`config.mk`:
```
export PLATFORM = sky130hd
export DESIGN_NAME = ddr3_rd_master
export DESIGN_NICKNAME = d
export VERILOG_FILES = /design/src/rtl/ddr3_pkg.sv /design/src/rtl/ddr3_rd_credit.sv /design/src/rtl/ddr3_rd_master.sv
export SDC_FILE = /design/constraint.sdc
export NUM_CORES = 1
export LEC_CHECK = 0
export CORE_AREA = 2 2 232 234
export CTS_BUF_LIST = sky130_fd_sc_hd__clkbuf_4
export CTS_CLUSTER_DIAMETER = 80
export DETAILED_ROUTE_END_ITERATION = 12
export DIE_AREA = 0 0 234 236
export PLACE_DENSITY = 0.39
export REMOVE_ABC_BUFFERS = 1
export SLEW_MARGIN = 25
export SYNTH_ARGS = -nofsm -noshare
export SYNTH_HDL_FRONTEND = slang
export SYNTH_SLANG_ARGS = --single-unit
```
`constraint.sdc`:
```
create_clock -name clk -period 11.2 [get_ports clk]
set_input_delay 3.36 -clock clk [delete_from_list [all_inputs] [get_ports clk]]
set_output_delay 3.36 -clock clk [all_outputs]
set_load 0.01 [all_outputs]
```
`src/rtl/ddr3_pkg.sv`:
```
// ddr3_pkg: constants and types shared by the DDR3 frame-buffer masters.
package ddr3_pkg;

    localparam logic [1:0] AXI_RESP_OKAY = 2'b00;
    localparam int BEAT_BYTES = 32;

    typedef enum logic [1:0] {
        ST_IDLE,
        ST_RUN,
        ST_DRAIN
    } rd_state_e;

    function automatic int max_int(input int a, input int b);
        return (a > b) ? a : b;
    endfunction

endpackage

```
`src/rtl/ddr3_rd_credit.sv`:
```
// ddr3_rd_credit: tracks beats requested but not yet received and decides
// whether a burst of this_len beats still fits in the read FIFO.
module ddr3_rd_credit #(
    parameter int CW         = 11,
    parameter int FIFO_DEPTH = 256
) (
    input  logic          clk,
    input  logic          rst_n,
    input  logic          ar_fire,
    input  logic          r_fire,
    input  logic [CW-1:0] this_len,
    input  logic [8:0]    fifo_level,
    output logic          credit_ok
);

    localparam int SW = CW + 2;

    logic [CW-1:0] outstanding;

    assign credit_ok = (SW'(fifo_level) + SW'(outstanding) + SW'(this_len)) <= SW'(FIFO_DEPTH);

    // A burst grant and a returned beat in the same cycle both apply.
    always_ff @(posedge clk or negedge rst_n) begin
        if (!rst_n)
            outstanding <= '0;
        else
            outstanding <= outstanding + (ar_fire ? this_len : '0) - CW'(r_fire);
    end

endmodule

```
`src/rtl/ddr3_rd_master.sv`:
```
// ddr3_rd_master: fetches one frame from DDR3 over AXI4 read bursts and pushes
// every beat into the read-side FIFO, only requesting bursts the FIFO can absorb.
module ddr3_rd_master
    import ddr3_pkg::*;
#(
    parameter int ADDR_WIDTH  = 28,
    parameter int DATA_WIDTH  = 256,
    parameter int BURST_LEN   = 16,
    parameter int FRAME_BEATS = 1024,
    parameter int FIFO_DEPTH  = 256
) (
    input  logic                  clk,
    input  logic                  rst_n,
    input  logic                  frame_start,
    input  logic [ADDR_WIDTH-1:0] frame_base,
    output logic                  busy,
    output logic                  frame_done,
    output logic                  rd_err,
    output logic [ADDR_WIDTH-1:0] m_araddr,
    output logic [7:0]            m_arlen,
    output logic                  m_arvalid,
    input  logic                  m_arready,
    input  logic [DATA_WIDTH-1:0] m_rdata,
    input  logic [1:0]            m_rresp,
    input  logic                  m_rlast,
    input  logic                  m_rvalid,
    output logic                  m_rready,
    output logic                  fifo_wr_en,
    output logic [DATA_WIDTH-1:0] fifo_wr_data,
    input  logic [8:0]            fifo_level
);

    localparam int CW = $clog2(max_int(FRAME_BEATS, FIFO_DEPTH)) + 1;

    rd_state_e     state, state_nxt;
    logic [CW-1:0] ar_left, rx_left, this_len;
    logic          credit_ok, ar_hold, ar_fire, r_fire, last_beat, start;
    logic          unused_rlast;

    assign unused_rlast = m_rlast;
    assign this_len     = (ar_left < CW'(BURST_LEN)) ? ar_left : CW'(BURST_LEN);
    assign busy         = state != ST_IDLE;
    assign m_rready     = busy;
    assign r_fire       = m_rvalid && m_rready;
    assign start        = frame_start && state == ST_IDLE;
    // Once raised, arvalid holds until accepted even if the credit view shifts.
    assign m_arvalid    = state == ST_RUN && ar_left != '0 && (credit_ok || ar_hold);
    assign ar_fire      = m_arvalid && m_arready;
    assign m_arlen      = m_arvalid ? 8'(this_len - CW'(1)) : 8'h00;
    assign fifo_wr_en   = r_fire;
    assign fifo_wr_data = r_fire ? m_rdata : '0;
    assign last_beat    = r_fire && rx_left == CW'(1);

    ddr3_rd_credit #(
        .CW         (CW),
        .FIFO_DEPTH (FIFO_DEPTH)
    ) u_credit (
        .clk        (clk),
        .rst_n      (rst_n),
        .ar_fire    (ar_fire),
        .r_fire     (r_fire),
        .this_len   (this_len),
        .fifo_level (fifo_level),
        .credit_ok  (credit_ok)
    );

    always_ff @(posedge clk or negedge rst_n) begin
        if (!rst_n)
            state <= ST_IDLE;
        else
            state <= state_nxt;
    end

    always_comb begin
        state_nxt = state;
        unique case (state)
            ST_IDLE:  state_nxt = frame_start ? ST_RUN : ST_IDLE;
            ST_RUN:   state_nxt = (ar_fire && ar_left == this_len) ? ST_DRAIN : ST_RUN;
            ST_DRAIN: state_nxt = last_beat ? ST_IDLE : ST_DRAIN;
            default:  state_nxt = ST_IDLE;
        endcase
    end

    always_ff @(posedge clk or negedge rst_n) begin
        if (!rst_n) begin
            m_araddr   <= '0;
            ar_left    <= '0;
            rx_left    <= '0;
            rd_err     <= 1'b0;
            frame_done <= 1'b0;
            ar_hold    <= 1'b0;
        end else begin
            frame_done <= last_beat;
            ar_hold    <= m_arvalid && !m_arready;
            if (start) begin
                m_araddr <= frame_base;
                ar_left  <= CW'(FRAME_BEATS);
                rx_left  <= CW'(FRAME_BEATS);
                rd_err   <= 1'b0;
            end else begin
                if (ar_fire) begin
                    m_araddr <= m_araddr + ADDR_WIDTH'(this_len * BEAT_BYTES);
                    ar_left  <= ar_left - this_len;
                end
                if (r_fire) begin
                    rx_left <= rx_left - CW'(1);
                    if (m_rresp != AXI_RESP_OKAY)
                        rd_err <= 1'b1;
                end
            end
        end
    end

endmodule

```
==> out/results.txt <==
Area grow syn2layout: 99.0%
Syn Inst Count: 893
Top cell type's share of synthesized area: 23.9%
Post-synth top flop: dfrtp_1
Std-Cell Rows: 85
Final instance area: 13700 um^2
Worst VDD drop: 0.0644 mV
Synth top cells by count: 256 x and3_1, 76 x nand2_1, 66 x clkbuf_1, 66 x dfrtp_1, 62 x inv_1
Clk sink count: 66
Root Buffer: clkbuf_4
Cts bufs inserted: 9
Vias: 8885
Worst-skew pair later-pin latency: 0.49 ns
Port bufs: 595
Worst setup path category: in2out
CP arrival: 7.26 ns
Library cells used by synthesis: 61
Fin. max-slew vios: 0
RR Startpoint: ar_left[5]
Max clock buf depth: 2
First-pass detailed-route iteration total: 5
Routability cong.: 0.905
Synth Register Bits: 66
RSZ-0062 raised after global routing: no
Fin. Hold Viols: 0
Pin count of the biggest net entering global routing: 147
Slew margin rel.: 33.6%
Static Leak: 6.20 nW
Final period util: 94.8%
Cell area power density: 102 nW/um^2
Crit path from: fifo_level[1]
Initial Util: 13.0%
Status: completed
Initial antenna violation count: 61
Period minus WS final: 10.62 ns
Total power: 1.40 mW
Share of cells above drive strength 1: 3.57%
Remaining Overflow, GRT: 0
Fillers: 5784
Seq/Total Area, Yosys: 23.9%
Die ar.: 55200 um^2
Setup Fix Bufs, Post-CTS: 0
DRT iter0 DRCs: 571
DP Cell Count: 2136
# IOs: 599
Post-synth ARST share: 100%
Post-CTS Hold Fix Bufs: 0
Layout Utilization: 25.9%
Overall Global Routing Usage: 20.0%
Aggregate routed wire length: 57300 um
Die Ht: 236 um
Die X: 234 um
R2R depth: 30
CP Launch Type: primary input
Clk slew on worst S/H paths: 0.14 ns
EDFF count, synth: 0
Hpwl dp: 49500 um
Post-route ant nets: 0
Resize count post-CTS: 0
Hold Crit Class: reg2reg
Post-synth top area cell: dfrtp_1
First-pass GRT wire length: 74600 um
Clock skew: 0.0318 ns
Critical path peak fanout: 15
Setup TNS: 0 ns
Htree depth: 3
Area of the core: 53100 um^2
Netlist Area Pre-Place: 6910 um^2
Placed Area: 13600 um^2
Most frequent cell after synthesis: and3_1
Most area-consuming cells after synthesis: dfrtp_1 24%, and3_1 23%, ha_1 8.7%, nand2_1 4.1%, xnor2_1 3.7%
Req. time, crit path: 7.84 ns
Wire per inst: 26.5 um
Final setup violation count: 0
CTS tree: yes
Max Clk Rate: 94.2 MHz
Syn avg cell area: 7.74 um^2
Remaining DRCs: 0
Critical Path End Type: output port
Finished Layout Cells: 2161
HP Start: ar_left[8]
YS warnings: 0
Hold Crit Depth: 1
Maxcap violations: 0
Via-to-Cell Ratio: 4.11
Vias in the first global route: 8805
Slew at the pin closest to its max-slew limit: 0.996 ns
Final Net Count: 1812
==> per-stage QoR <==
step / hold WS [ns] / setup slack [ns]
floorplan: 0.436 / 1.95
global placement: 0.455 / 0.646
detailed placement: 0.462 / 0.572
CTS: 0.480 / 0.509
global route: 0.506 / 0.397
finish: 0.476 / 0.582
==> report_power, final <==
group	switching, mW	leakage [nW]	total [mW]	internal, mW
logic	0.443	5.25	0.880	0.437
clock network	0.115	0.0909	0.208	0.0922
registers	0.0343	0.857	0.315	0.281
total	0.593	6.20	1.40	0.810
==> final timing paths <==
check | endpoint | slack, ns
setup / recovery | m_arlen[3] | 0.58
hold / removal | ar_left[8] | 0.48
setup reg to reg | u_credit.outstanding[10] | 3.26
hold reg to reg | ar_left[8] | 0.48
max in group asynchronous | m_araddr[18] | 7.81
min in group asynchronous | m_araddr[7] | 2.86
==> cells by family (layout without fill, tap and decap cells) <==
group | Yosys count | in the layout | synth area share [%]
adder cells (fa/ha/maj) | 60 | 60 | 12.2
other | 2 | 30 | 0.109
buffers and inverters | 139 | 683 | 8.13
multiplexers | 7 | 7 | 1.01
XOR/XNOR | 39 | 39 | 4.94
AND/OR/NAND/NOR | 464 | 464 | 38.4
flip-flops | 66 | 66 | 23.9
AO/OA/AOI/OAI | 116 | 116 | 11.4
==> layout by cell type, fill, tap and decap left out, types with 7 or more instances in the layout <==
master,instances
a21o_1,7
a21oi_1,31
a31oi_1,7
and2_1,7
and3_1,256
buf_4,9
clkbuf_4,9
clkdlybuf4s50_1,593
conb_1,21
dfrtp_1,66
diode_2,9
fa_1,12
ha_1,48
inv_1,61
mux2i_1,7
nand2_1,76
nand3_1,11
nor2_1,56
nor3_1,7
nor4_1,7
o21ai_0,29
o21ai_1,8
or3_1,7
xnor2_1,29
xor2_1,10
==> sequential cells by signal, summed over array words and instances (netlist names) <==
name / cells
state: 2
ar_hold: 1
u_credit.outstanding: 11
rx_left: 11
m_araddr: 28
rd_err: 1
ar_left: 11
frame_done: 1
==> critical path, stage by stage <==
cell	delay, ns
clkdlybuf4s50_1	0.46
fa_1	0.49
ha_1	0.22
inv_1	0.08
fa_1	0.28
nor2b_4	0.06
o2111ai_2	0.26
a311oi_2	0.16
or3_1	0.41
a221oi_4	0.33
o211ai_4	0.28
a31oi_1	0.27
clkdlybuf4s50_1	0.59
==> layout make-up <==
class                           count  area, um^2  area share, %
Timing Repair Buffer              604        6030           43.8
Multi-Input combinational cell    707        4770           34.7
Sequential cell                    66        1650           12.0
Tap cell                          696         871           6.33
Inverter                           63         241           1.76
Clock inverter                      7         100          0.728
Clock buffer                        9        67.6          0.491
Antenna cell                        9        22.5          0.164
==> routing by layer <==
layer | up-vias | track usage (%) | routed length, um
met2 | 410 | 32.1 | 25900
met4 | 60 | 4.10 | 954
li1 | 4215 | - | -
met1 | 4110 | 22.7 | 22200
met5 | - | 0 | 372
met3 | 90 | 11.7 | 7890
(Power assumes the default switching activity.)
